## config.mk

```make
export PLATFORM = sky130hd
export DESIGN_NAME = rns_add_arbiter
export DESIGN_NICKNAME = d
export VERILOG_FILES = /design/src/rtl/rns_add_arbiter_pkg.sv /design/src/rtl/rns_add_arbiter_modred.sv /design/src/rtl/rns_add_arbiter.sv
export SDC_FILE = /design/constraint.sdc
export NUM_CORES = 1
export LEC_CHECK = 0
export ABC_CLOCK_PERIOD_IN_PS = 13800
export BUFFER_PORTS_ARGS = -buffer_cell sky130_fd_sc_hd__buf_2
export CAP_MARGIN = 15
export CELL_PAD_IN_SITES_DETAIL_PLACEMENT = 1
export CELL_PAD_IN_SITES_GLOBAL_PLACEMENT = 1
export CORE_MARGIN = 1
export CORE_UTILIZATION = 42
export CTS_BUF_LIST = sky130_fd_sc_hd__clkbuf_4
export CTS_CLUSTER_DIAMETER = 120
export DETAILED_ROUTE_END_ITERATION = 16
export PLACE_DENSITY_LB_ADDON = 0.1
export SYNTH_ARGS = -nofsm -noshare
export SYNTH_HDL_FRONTEND = slang
export SYNTH_SLANG_ARGS = --single-unit
```

## constraint.sdc

```tcl
create_clock -name clk -period 13.8 [get_ports clk]
set_clock_uncertainty 0.15 [all_clocks]
set_input_delay 2.07 -clock clk [delete_from_list [all_inputs] [get_ports clk]]
set_output_delay 2.07 -clock clk [all_outputs]
set_load 0.05 [all_outputs]
```

## src/rtl/rns_add_arbiter_pkg.sv

```systemverilog
// ----------------------------------------------------------------------------
// rns_add_arbiter_pkg
// Shared RNS definitions for the time-shared modular add/subtract datapath.
//   N_SLOTS      : number of polynomial coefficient slots
//   q_BASIS_LEN  : number of RNS residues per slot
//   q_BITS       : residue width in bits
//   q_BASIS[]    : per-residue moduli (all < 2^q_BITS)
//   q_BASIS_poly      : full polynomial, q_BITS per residue
//   q_BASIS_wide_poly : unreduced polynomial, q_BITS+1 per residue
//   raw_addsub()      : unreduced a+b or a+(q-b) for one residue
// ----------------------------------------------------------------------------
package rns_add_arbiter_pkg;

    localparam int unsigned N_SLOTS     = 4;
    localparam int unsigned q_BASIS_LEN = 3;
    localparam int unsigned q_BITS      = 8;

    typedef logic [q_BITS-1:0] residue_t;
    typedef logic [q_BITS:0]   wide_residue_t;

    typedef residue_t      [N_SLOTS-1:0][q_BASIS_LEN-1:0] q_BASIS_poly;
    typedef wide_residue_t [N_SLOTS-1:0][q_BASIS_LEN-1:0] q_BASIS_wide_poly;

    localparam residue_t q_BASIS [q_BASIS_LEN] = '{
        residue_t'(251),
        residue_t'(241),
        residue_t'(193)
    };

    typedef enum logic {
        REQ0 = 1'b0,
        REQ1 = 1'b1
    } req_id_e;

    // Subtraction is folded into an addition of the additive inverse (q - b),
    // so both operations share the same conditional-subtract reduction.
    function automatic wide_residue_t raw_addsub(
        input residue_t a,
        input residue_t b,
        input logic     sub,
        input residue_t q
    );
        residue_t b_eff;
        b_eff = sub ? residue_t'(q - b) : b;
        return {1'b0, a} + {1'b0, b_eff};
    endfunction

endpackage

```

## src/rtl/rns_add_arbiter_modred.sv

```systemverilog
// ----------------------------------------------------------------------------
// rns_modred_stage
// Combinational per-residue modular reduction of an unreduced sum in [0, 2q):
// subtracts q when the value is >= q.
//   raw_i : unreduced polynomial (q_BITS+1 per residue)
//   red_o : reduced polynomial, each residue in [0, q_BASIS[j])
// ----------------------------------------------------------------------------
module rns_modred_stage
    import rns_add_arbiter_pkg::*;
(
    input  q_BASIS_wide_poly raw_i,
    output q_BASIS_poly      red_o
);

    always_comb begin
        red_o = '0;
        for (int unsigned i = 0; i < N_SLOTS; i++) begin
            for (int unsigned j = 0; j < q_BASIS_LEN; j++) begin
                // >= so that a sum landing exactly on q wraps to 0
                if (raw_i[i][j] >= {1'b0, q_BASIS[j]}) begin
                    red_o[i][j] = residue_t'(raw_i[i][j] - {1'b0, q_BASIS[j]});
                end else begin
                    red_o[i][j] = raw_i[i][j][q_BITS-1:0];
                end
            end
        end
    end

endmodule

```

## src/rtl/rns_add_arbiter.sv

```systemverilog
// ----------------------------------------------------------------------------
// rns_add_arbiter
// Two-requester arbiter in front of a shared two-stage RNS modular add/sub
// pipeline. Each accepted request yields one tagged result, in acceptance
// order, under valid/ready backpressure.
//   clk, rst_n             : clock, synchronous active-low reset
//   reqN_valid/reqN_ready  : request handshake (ready is combinational)
//   reqN_a, reqN_b         : operand polynomials (residues < q_BASIS[j])
//   reqN_sub               : 0 = A+B, 1 = A-B
//   out_valid/out_ready    : result handshake
//   out_data, out_id       : reduced result and issuing requester
//   ops_done               : results handed off, wraps modulo 2^CNT_W
// Parameters:
//   CNT_W : width of ops_done
//   RR_EN : 1 = round-robin, 0 = fixed priority (requester 0 highest)
// ----------------------------------------------------------------------------
module rns_add_arbiter
    import rns_add_arbiter_pkg::*;
#(
    parameter int unsigned CNT_W = 32,
    parameter bit          RR_EN = 1'b1
) (
    input  logic             clk,
    input  logic             rst_n,

    input  logic             req0_valid,
    output logic             req0_ready,
    input  q_BASIS_poly      req0_a,
    input  q_BASIS_poly      req0_b,
    input  logic             req0_sub,

    input  logic             req1_valid,
    output logic             req1_ready,
    input  q_BASIS_poly      req1_a,
    input  q_BASIS_poly      req1_b,
    input  logic             req1_sub,

    output logic             out_valid,
    input  logic             out_ready,
    output q_BASIS_poly      out_data,
    output logic             out_id,
    output logic [CNT_W-1:0] ops_done
);

    // Stage 1: unreduced result
    logic             s1_valid_q, s1_valid_d;
    q_BASIS_wide_poly s1_raw_q,   s1_raw_d;
    logic             s1_id_q,    s1_id_d;

    // Stage 2: reduced result, drives the output port directly
    logic             s2_valid_q, s2_valid_d;
    q_BASIS_poly      s2_data_q,  s2_data_d;
    logic             s2_id_q,    s2_id_d;

    req_id_e          rr_ptr_q,   rr_ptr_d;
    logic [CNT_W-1:0] ops_q,      ops_d;

    logic             s1_adv, s2_adv;
    logic             pick0, pick1;
    logic             grant0, grant1;
    logic             out_hs;
    q_BASIS_poly      sel_a, sel_b;
    logic             sel_sub;
    q_BASIS_wide_poly raw_new;
    q_BASIS_poly      reduced;

    rns_modred_stage u_modred (
        .raw_i (s1_raw_q),
        .red_o (reduced)
    );

    // Arbitration looks only at the two valids and the pointer, never at
    // operand data, so a requester's ready is independent of the other's data.
    always_comb begin
        s2_adv = !s2_valid_q || out_ready;
        s1_adv = !s1_valid_q || s2_adv;

        pick0  = req0_valid && (!req1_valid || !RR_EN || (rr_ptr_q == REQ0));
        pick1  = req1_valid && !pick0;

        grant0 = rst_n && s1_adv && pick0;
        grant1 = rst_n && s1_adv && pick1;

        out_hs = s2_valid_q && out_ready;
    end

    assign req0_ready = grant0;
    assign req1_ready = grant1;

    always_comb begin
        sel_a   = grant1 ? req1_a   : req0_a;
        sel_b   = grant1 ? req1_b   : req0_b;
        sel_sub = grant1 ? req1_sub : req0_sub;
        raw_new = '0;
        for (int unsigned i = 0; i < N_SLOTS; i++) begin
            for (int unsigned j = 0; j < q_BASIS_LEN; j++) begin
                raw_new[i][j] = raw_addsub(sel_a[i][j], sel_b[i][j], sel_sub, q_BASIS[j]);
            end
        end
    end

    always_comb begin
        s1_valid_d = s1_valid_q;
        s1_raw_d   = s1_raw_q;
        s1_id_d    = s1_id_q;
        s2_valid_d = s2_valid_q;
        s2_data_d  = s2_data_q;
        s2_id_d    = s2_id_q;
        rr_ptr_d   = rr_ptr_q;
        ops_d      = ops_q + CNT_W'(out_hs);

        if (s2_adv) begin
            s2_valid_d = s1_valid_q;
            if (s1_valid_q) begin
                s2_data_d = reduced;
                s2_id_d   = s1_id_q;
            end
        end

        if (s1_adv) begin
            s1_valid_d = grant0 || grant1;
            if (grant0 || grant1) begin
                s1_raw_d = raw_new;
                s1_id_d  = grant1;
            end
        end

        // Pointer always moves to the requester that was not granted
        if (grant0) begin
            rr_ptr_d = REQ1;
        end else if (grant1) begin
            rr_ptr_d = REQ0;
        end
    end

    always_ff @(posedge clk) begin
        if (!rst_n) begin
            s1_valid_q <= 1'b0;
            s1_raw_q   <= '0;
            s1_id_q    <= 1'b0;
            s2_valid_q <= 1'b0;
            s2_data_q  <= '0;
            s2_id_q    <= 1'b0;
            rr_ptr_q   <= REQ0;
            ops_q      <= '0;
        end else begin
            s1_valid_q <= s1_valid_d;
            s1_raw_q   <= s1_raw_d;
            s1_id_q    <= s1_id_d;
            s2_valid_q <= s2_valid_d;
            s2_data_q  <= s2_data_d;
            s2_id_q    <= s2_id_d;
            rr_ptr_q   <= rr_ptr_d;
            ops_q      <= ops_d;
        end
    end

    assign out_valid = s2_valid_q;
    assign out_data  = s2_data_q;
    assign out_id    = s2_id_q;
    assign ops_done  = ops_q;

endmodule

```

==> results of run 1 <==
## path summary, 6_finish.rpt
path,slack [ps],startpoint,endpoint,cells past startpoint
worst max-delay path,7060,out_ready,s1_raw_q[89]$_SDFFE_PN0P_,15
worst min-delay path,300,out_data[17]$_SDFFE_PN0P_,out_data[17]$_SDFFE_PN0P_,2
worst max register to register,8150,s1_valid_q$_SDFFE_PN0N_,s1_raw_q[89]$_SDFFE_PN0P_,14
worst min register to register,300,out_data[17]$_SDFFE_PN0P_,out_data[17]$_SDFFE_PN0P_,2
## Yosys cell counts, drive strengths merged (12+ instances only)
cell / n
a211oi: 61
or3b: 12
o31a: 12
o21ai: 237
o211ai: 13
ha: 130
mux2i: 61
xnor2: 97
xor2: 116
nor4b: 21
nand3: 80
a21o: 18
nand2b: 20
clkbuf: 116
a31oi: 25
nor3: 82
a211o: 16
nor2b: 41
nor4: 44
fa: 12
inv: 81
a2111oi: 13
a31o: 12
nand2: 511
nand4: 15
or3: 12
o21a: 15
dfxtp: 241
nor2: 192
a21oi: 171
buf: 27
or2: 13
## worst reg2reg max path, cell delays in order, from the launching register on
cell,delay [ps]
dfxtp_1,380
nand3b_1,320
o2111ai_4,210
buf_4,600
buf_4,800
mux2i_4,550
buf_4,470
xor2_1,170
ha_1,270
fa_1,430
a211oi_1,260
o21bai_1,120
a21o_1,200
a2111oi_0,440
nor4_1,110
## flip-flops by register name, summed over array words and instances, names as in the netlist
name        count
ops_done       32
out_data       96
rr_ptr_q        1
s1_raw_q      108
s1_id_q         1
s1_valid_q      1
out_id          1
out_valid       1
## kinds of logic (layout without fill, tap and decap cells)
logic type / Yosys count / in the layout
compound gates: 656 / 656
xor+xnor: 213 / 213
fa+ha+maj: 142 / 142
buf+inv: 225 / 732
flops: 241 / 241
mux: 65 / 65
other cells: 0 / 13
simple gates: 1094 / 1094
## cells in the final DEF (no fill, tap or decap), drive strengths merged, types with 15 or more instances in the layout
cell / n
a211o: 16
a211oi: 61
a21o: 18
a21oi: 171
a31oi: 25
buf: 537
clkbuf: 82
clkinv: 27
dfxtp: 241
ha: 130
inv: 84
mux2i: 61
nand2: 511
nand2b: 20
nand3: 80
nand4: 15
nor2: 192
nor2b: 41
nor3: 82
nor4: 44
nor4b: 21
o21a: 15
o21ai: 237
xnor2: 97
xor2: 116
## power groups by stage
stage / Sequential (mW) / Combinational (mW) / Clock, mW
global route: 0.888 / 1.07 / 0.661
floorplan: 0.914 / 0.591 / 0
detailed placement: 0.890 / 0.967 / 0
CTS: 0.874 / 0.976 / 0.629
finish: 0.879 / 0.989 / 0.612
global placement: 0.882 / 0.933 / 0
## area by class of cell
cell class                 count  area (um^2)  share of cell area (%)
multi-input combinational   2170        13500                    58.9
sequential                   241         4820                    21.1
timing repair buffer         537         2730                    11.9
tap                          592          741                    3.24
clock buffer                  82          616                    2.69
inverter                      82          315                    1.38
clock inverter                31          158                   0.689
antenna                       13         32.5                   0.142
## metrics by stage
| stage | util (%) | worst slack, ps | hold WS, ps | cells | power [mW] |
|---|---|---|---|---|---|
| 2_1_floorplan | - | 7860 | 282 | 2636 | 1.50 |
| 3_3_place_gp | 49.5 | 6600 | 289 | 3622 | 1.82 |
| 3_5_place_dp | 49.5 | 6420 | 292 | 3622 | 1.86 |
| 4_1_cts | 51.2 | 7190 | 301 | 3735 | 2.48 |
| 5_1_grt | 51.3 | 6840 | 324 | 3740 | 2.62 |
| 6_report | 51.3 | 7060 | 299 | 3748 | 2.48 |
## per-layer routing
metal  track usage [%]  part of all wire [%]  up-vias  routed length (um)
li1                  -                     -    10300                   -
met1              48.7                    48    10300               38300
met2              51.0                    43      719               34500
met3              3.99                   6.4       96                5120
met4              8.09                   2.2        6                1740
met5                 0                 0.041        -                  33
==> impl_metrics.toml, run 1 <==
[synth]
syn_avg_cell_area_um2 = 7.26
synthTopCellsByArea = "dfxtp_1 (25%), nand2_1 (10%), ha_1 (8.5%)"
synthAdderAreaFrac_pct = 9.75
synth_area_um2 = 19100
synth_seq_cells = 241
synth_enable_flop_cells = 0
synth-compound-area-share_pct = 20.9
muxShareOfSynthArea_pct = 3.49
synthCells = 2636
ys_seq_area_share_pct = 25.2
synthDistinctLibCells = 66
ys_async_sr_fraction_pct = 0
synthFlopType = "dfxtp_1"
yosysTopAreaCell = "dfxtp_1"
ys_warn_count = 0
synth_simple_gate_area_share_pct = 26.4
synthesis.nets = 3169
synth_top_family_by_area = "simple AND/OR/NAND/NOR gates"
synthXorXnorAreaFrac_pct = 9.75
yosysTopAreaCellShare_pct = 25.2

[clock_network]
clk_pin_slew_ps = 70
clockBufferDepth = 3
hold_buffers = 0
cts_sinks = 241
insertion_delay_ps = 760
htreeDepth = 2
cts_resized = 0
clockRootBuffer = "clkbuf_4"
cts_tree = "done"
cts_buffers = 61
cts_setup_buffers = 0

[detailed_routing]
drt-total-wl_um = 79600
ant_nets = 0
wl_per_cell_um = 21.2
drc_errors = 0
vias = 21300
drt_iter0_markers = 1602
via_per_inst = 5.69
dr.pass1.iters = 5

[final_layout]
fill_cells = 5866
nets = 3626
final_area_um2 = 22900
drive_above_1_share_pct = 21.7
area_delta_synth_final_pct = 19.6

[sta]
timing.final.crit_period_ps = 6740
max_slew_margin_pct = 41.2
worst_pin_slew_ps = 882
slew_viol_final = 0
fin_tns_setup_ps = 0
rsz0062_at_grt = "no"
hold_viol_final = 0
clock.fmax_mhz = 148
post-route-period-util_pct = 48.9
finalSetupViolCount = 0

[floorplanning]
io_pins = 523
start_util_pct = 42.9
core_um2 = 44600
die_h_um = 215
die_w_um = 215
dieArea_um2 = 46400
rows = 77

[worst_setup_path]
worst-setup-path-type = "input port to register"
end_kind = "register"
crit_slowest_cell = "buf_4"
path_cells = "buf_2 -> nand3b_1 -> o2111ai_4 -> buf_4 -> buf_4 -> mux2i_4 -> buf_4 -> xor2_1 -> ha_1 -> fa_1 -> a211oi_1 -> o21bai_1 -> a21o_1 -> a2111oi_0 -> nor4_1"
cp.buffers_inverters = 4
crit_top_cell = "buf_4"
cp_data_required_time_ps = 14240
crit_arrival_ps = 7180
critical_path.max_stage_delay_ps = 720
cpLargestDelayFamily = "buffers and inverters"
start_kind = "input port"
critical_path.max_fanout = 59

[power_and_ir_drop]
ir_drop_v = 0.0000537
switching_share_pct = 41.9
leakagePower_nw = 10.6
p_comb_share_pct = 39.9
p_switching_mw = 1.04
powerDensity_nw_per_um2 = 108
clockPowerShare_pct = 24.7
seqPwrFrac_pct = 35.4
internal-power_mw = 1.44

[placed_design]
placed_area_um2 = 22100
place_hpwl_um = 64000
place_congestion = 0.990
port_buffers = 522

[status]
status = "completed"

[grt]
grt_pass1_wl_um = 122000
antenna_found_initial = 16
grt_remaining_overflow = 0
grt_max_degree = 95
grt_use_total_pct = 33.2
grt_pass1_vias = 21000

[flow_run]
drv_cap = 0

[hold_path]
hp-class = "register to register"
Power figures use the tool's default switching activity.
==> inputs of run 2 (changes only) <==
Settings changed: ABC_CLOCK_PERIOD_IN_PS 13800 to 6600, CORE_UTILIZATION 42 to 39.
Clock period 13.8 ns to 6.6 ns, I/O delays scaled along.
==> run 2 against run 1 <==
Power increased by 120%. Cell count increased by 0.72%. Non-clock buffer count increased by 4. Via count decreased by 0.60%. First-iteration DRC count decreased by 4.2%. Combinational power increased by 110%. Design area increased by 0.80%. Sequential cell count unchanged. Clock power increased by 140%. Critical endpoint is now s1_raw_q[26]$_SDFFE_PN0P_. Global-route usage decreased by 1.8 points. Sequential power increased by 110%.
==> impl_metrics.toml, run 2 (synthesis gave the netlist of run 1 again) <==
[status]
status = "completed"

[grt]
antenna_found_initial = 16
grt_max_degree = 200
use_met1_pct = 45.5
grt_use_total_pct = 31.4
grt_pass1_wl_um = 122000
busiest_layer = "met2"
grt_remaining_overflow = 0
met2_usage_pct = 45.6
grt_pass1_vias = 21000
met3_usage_pct = 5.36

[final_layout]
nets = 3635
mostFrequentLayoutCell = "buf_2"
fin_util_pct = 48.0
largest_reg_flops = 108
final_cell_mix = "buf_2 (521), nand2_1 (510), dfxtp_1 (241)"
drive_above_1_share_pct = 22.2
top_register = "s1_raw_q"
area_delta_synth_final_pct = 20.5
final_area_um2 = 23100

[power_and_ir_drop]
clockPowerShare_pct = 26.9
p_comb_share_pct = 38.7
seqPwrFrac_pct = 34.4
p_switching_mw = 2.16
switching_share_pct = 40.4
powerDensity_nw_per_um2 = 231
internal-power_mw = 3.18
ir_drop_v = 0.0000939
leakagePower_nw = 10.7

[clock_network]
cts_sinks = 241
cts_resized = 0
clockRootBuffer = "clkbuf_4"
cts_tree = "done"
cts_buffers = 66
clockBufferDepth = 3
insertion_delay_ps = 730
hold_buffers = 0
htreeDepth = 3
clk_pin_slew_ps = 70
cts_setup_buffers = 0

[sta]
finalSetupViolCount = 0
timing.final.crit_period_ps = 4750
fin_tns_setup_ps = 0
rsz0062_at_grt = "no"
worst_pin_slew_ps = 1080
slew_viol_final = 0
post-route-period-util_pct = 72.0
max_slew_margin_pct = 27.9
clock.fmax_mhz = 210
holdWs_ps = 283
hold_viol_final = 0

[worst_setup_path]
cp_data_required_time_ps = 6990
timing.rr.end = "s1_raw_q[26]$_SDFFE_PN0P_"
crit_slowest_cell = "mux2i_1"
r2r_cells = 14
crit_arrival_ps = 5150
end_kind = "register"
crit_path_start = "out_ready"
start_kind = "input port"
r2r_slack_ps = 1870
reg2reg_from = "out_valid$_SDFFE_PN0P_"
critical_path.max_fanout = 61
critical_path.max_stage_delay_ps = 500
worst-setup-path-type = "input port to register"
path_cells = "buf_2 -> nand3b_1 -> o2111ai_4 -> buf_12 -> mux2i_1 -> ha_1 -> or3b_2 -> nand2_1 -> xor2_1 -> o21ai_0 -> ha_1 -> or2_2 -> o22a_1 -> a2111oi_0 -> a2111oi_0"
crit_path_end = "s1_raw_q[26]$_SDFFE_PN0P_"

[detailed_routing]
via_per_inst = 5.62
ant_nets = 0
drt-total-wl_um = 80400
wl_per_cell_um = 21.3
vias = 21200
drt_iter0_markers = 1534
drc_errors = 0
dr.pass1.iters = 5

[floorplanning]
die_w_um = 224
start_util_pct = 39.8
io_pins = 523
rows = 80
dieArea_um2 = 50000
die_h_um = 224
core_um2 = 48000

[placed_design]
place_congestion = 0.980
port_buffers = 522
placed_area_um2 = 22200
place_hpwl_um = 64700

[flow_run]
drv_cap = 0

[hold_path]
hp-class = "register to register"
-- run 2: cell count changes in the layout (fill, tap and decap cells not counted) --
cell / previous run / this run
buf_4: 16 / 18
bufinv_16: 1 / 3
clkbuf_4: 82 / 98
clkinvlp_4: 1 / 0
clkinv_2: 5 / 1
inv_6: 2 / 1
clkinv_1: 22 / 9
inv_2: 1 / 2
buf_12: 0 / 2
-- run 2: how the worst min path moves through the flow --
| stage | startpoint | end | depth (start not counted) |
|---|---|---|---|
| floorplan | s1_id_q$_SDFFE_PN0P_ | out_id$_SDFFE_PN0P_ | 2 |
| global placement | out_data[9]$_SDFFE_PN0P_ | out_data[9]$_SDFFE_PN0P_ | 2 |
| detailed placement | out_data[9]$_SDFFE_PN0P_ | out_data[9]$_SDFFE_PN0P_ | 2 |
| CTS | s1_id_q$_SDFFE_PN0P_ | out_id$_SDFFE_PN0P_ | 2 |
| global route | s1_id_q$_SDFFE_PN0P_ | out_id$_SDFFE_PN0P_ | 2 |
| finish | s1_id_q$_SDFFE_PN0P_ | out_id$_SDFFE_PN0P_ | 2 |
-- run 2: cell type report --
cell class / count / area, um^2
Fill cell: 6316 / 25000
Sequential cell: 241 / 4820
Timing Repair Buffer: 541 / 2780
Inverter: 82 / 315
Clock buffer: 98 / 736
Tap cell: 615 / 769
Multi-Input combinational cell: 2170 / 13500
Clock inverter: 15 / 136
Antenna cell: 13 / 32.5
-- run 2: power groups by stage --
stage	clock [mW]	combinational, mW	sequential, mW
6_report	1.44	2.07	1.84
5_1_grt	1.56	2.25	1.86
4_1_cts	1.48	2.04	1.83
3_5_place_dp	0	2.03	1.86
3_3_place_gp	0	1.96	1.85
2_1_floorplan	0	1.23	1.91
-- run 2: critical path: cells and delay by family --
family          cells  cell delay, ps
compound gates      5            1170
xor+xnor            1             130
fa+ha+maj           2             620
buf+inv             2             410
mux                 1             500
simple gates        4            1150
-- run 2: metrics by stage --
stage | instances | setup WS (ps) | total power, mW
after floorplan | 2636 | 1740 | 3.15
after global placement | 3649 | 1400 | 3.81
after detailed placement | 3649 | 1180 | 3.89
after CTS | 3762 | 1920 | 5.35
after global routing | 3773 | 1580 | 5.68
final | 3775 | 1850 | 5.34
-- run 2: routing by layer --
metal | vias to the layer above | wire, um
met4 | 8 | 2550
met3 | 114 | 5100
li1 | 10300 | -
met2 | 699 | 33600
met1 | 10100 | 39100
met5 | - | 51
==> inputs of run 3 (changes only) <==
Settings changed: ABC_CLOCK_PERIOD_IN_PS 6600 to 3820, CORE_UTILIZATION 39 to 35.
Clock period 6.6 ns to 3.82 ns, I/O delays scaled along.
==> run 3 against run 2 <==
First-iteration DRC count fell by 25%. Routed wire length rose by 4.1%. Setup slack got worse by 1700 ps. Sequential share of layout area fell by 2.0 points. Critical path depth rose by 3. Via count rose by 4.3%. Power rose by 84%. Core utilization fell by 0.65 points. Sequential power rose by 72%. Clock-buffer cell count fell by 2. Cell count rose by 8.5%. Die area rose by 11%. Critical path type is now register to register. Critical endpoint is now s1_raw_q[13]$_SDFFE_PN0P_.
==> impl_metrics.toml, run 3 (synthesis gave the netlist of run 1 again) <==
[status]
status = "completed"

[detailed_routing]
dr.pass1.iters = 5
drt-total-wl_um = 83700
ant_nets = 0
via_per_inst = 5.40
wl_per_cell_um = 20.4
drc_errors = 0
vias = 22100
drt_iter0_markers = 1154

[power_and_ir_drop]
leakagePower_nw = 12.0
seqPwrFrac_pct = 32.3
p_comb_share_pct = 43.0
p_total_mw = 9.82
clockPowerShare_pct = 24.6
powerDensity_nw_per_um2 = 384
internal-power_mw = 5.89
switching_share_pct = 40.0
ir_drop_v = 0.000195
p_switching_mw = 3.93

[final_layout]
nets = 3885
mostFrequentLayoutCell = "buf_2"
final_cell_mix = "buf_2 (521), nand2_1 (509), buf_4 (249)"
drive_above_1_share_pct = 29.3
final_area_um2 = 25500
largest_reg_flops = 108
fin_util_pct = 47.4
fin_cells = 4094
top_register = "s1_raw_q"
area_delta_synth_final_pct = 33.4

[worst_setup_path]
crit_arrival_ps = 4220
start_kind = "register"
r2r_cells = 18
cp_data_required_time_ps = 4330
critical_path.max_fanout = 18
end_kind = "register"
worst-setup-path-type = "register to register"

[sta]
post-route-period-util_pct = 97.0
finalSetupViolCount = 0
holdWs_ps = 89.0
fin_tns_setup_ps = 0
hold_viol_final = 0
setup_ws_ps = 114
slew_viol_final = 0
clock.fmax_mhz = 270
rsz0062_at_grt = "yes"
worst_pin_slew_ps = 928
timing.final.crit_period_ps = 3710
max_slew_margin_pct = 38.1

[placed_design]
dp.cells = 3966
port_buffers = 522
dpl_worst_slack_ps = -482
place_congestion = 0.922
placed_area_um2 = 24300
place_hpwl_um = 67800

[hold_path]
worstHoldPathCells = 3
hp-class = "input port to register"

[clock_network]
cts_sinks = 241
clk_pin_slew_ps = 60
hold_buffers = 0
htreeDepth = 3
cts_buffers = 67
cts_tree = "done"
clockBufferDepth = 3
insertion_delay_ps = 750
clockRootBuffer = "clkbuf_4"

[floorplanning]
core_um2 = 53900
die_w_um = 236
io_pins = 523
rows = 85
die_h_um = 236
start_util_pct = 35.5
dieArea_um2 = 55600

[grt]
grt_pass1_vias = 22200
antenna_found_initial = 3
grt_max_degree = 104
grt_remaining_overflow = 0
grt_pass1_wl_um = 128000
grt_use_total_pct = 29.0

[flow_run]
drv_cap = 0
[run 3: path summary, 6_finish.rpt]
check,end,from,slack (ps)
worst max-delay path,s1_raw_q[13]$_SDFFE_PN0P_,s1_valid_q$_SDFFE_PN0N_,110
worst min-delay path,out_valid$_SDFFE_PN0P_,out_ready,90
worst max register to register,s1_raw_q[13]$_SDFFE_PN0P_,s1_valid_q$_SDFFE_PN0N_,110
worst min register to register,out_data[72]$_SDFFE_PN0P_,out_data[72]$_SDFFE_PN0P_,300
[run 3: cell type report]
type                       count  area (um^2)
multi-input combinational   2170        13800
clock inverter                16          126
antenna                        3         7.51
fill                        6948        28400
inverter                      82          315
tap                          696          871
timing repair buffer         790         4900
sequential                   241         4830
clock buffer                  96          721
[run 3: repair_timing]
item / CTS / global route
gates cloned: 0 / 3
gates resized for setup: 1 / 41
hold endpoints to repair: 0 / 0
buffers inserted: 2 / 9
pin swaps: 1 / 5
setup endpoints to repair: 8 / 40
[run 3: layer usage]
layer	wire (um)	GRT usage, %
met4	1270	5.88
met3	3990	3.85
met1	42000	42.4
met5	0	0
met2	36500	45.2
[run 3: power groups by stage]
stage / combinational [mW] / clock, mW / sequential (mW)
floorplan: 2.17 / 0 / 3.30
global placement: 3.95 / 0 / 3.19
CTS: 4.12 / 2.51 / 3.15
global route: 4.59 / 2.62 / 3.21
detailed placement: 4.08 / 0 / 3.21
finish: 4.23 / 2.42 / 3.17
[run 3: worst max-delay path, cell delays in order (launching register included)]
cell,delay [ps]
dfxtp_1,330
nand3b_1,140
o2111ai_4,120
buf_12,200
buf_16,190
mux2i_4,260
buf_4,150
buf_12,160
xor2_1,160
ha_1,190
inv_1,60
fa_1,400
nor2b_1,190
buf_4,140
o21ai_0,80
a211oi_1,360
buf_4,190
a21oi_1,40
nor2_1,90
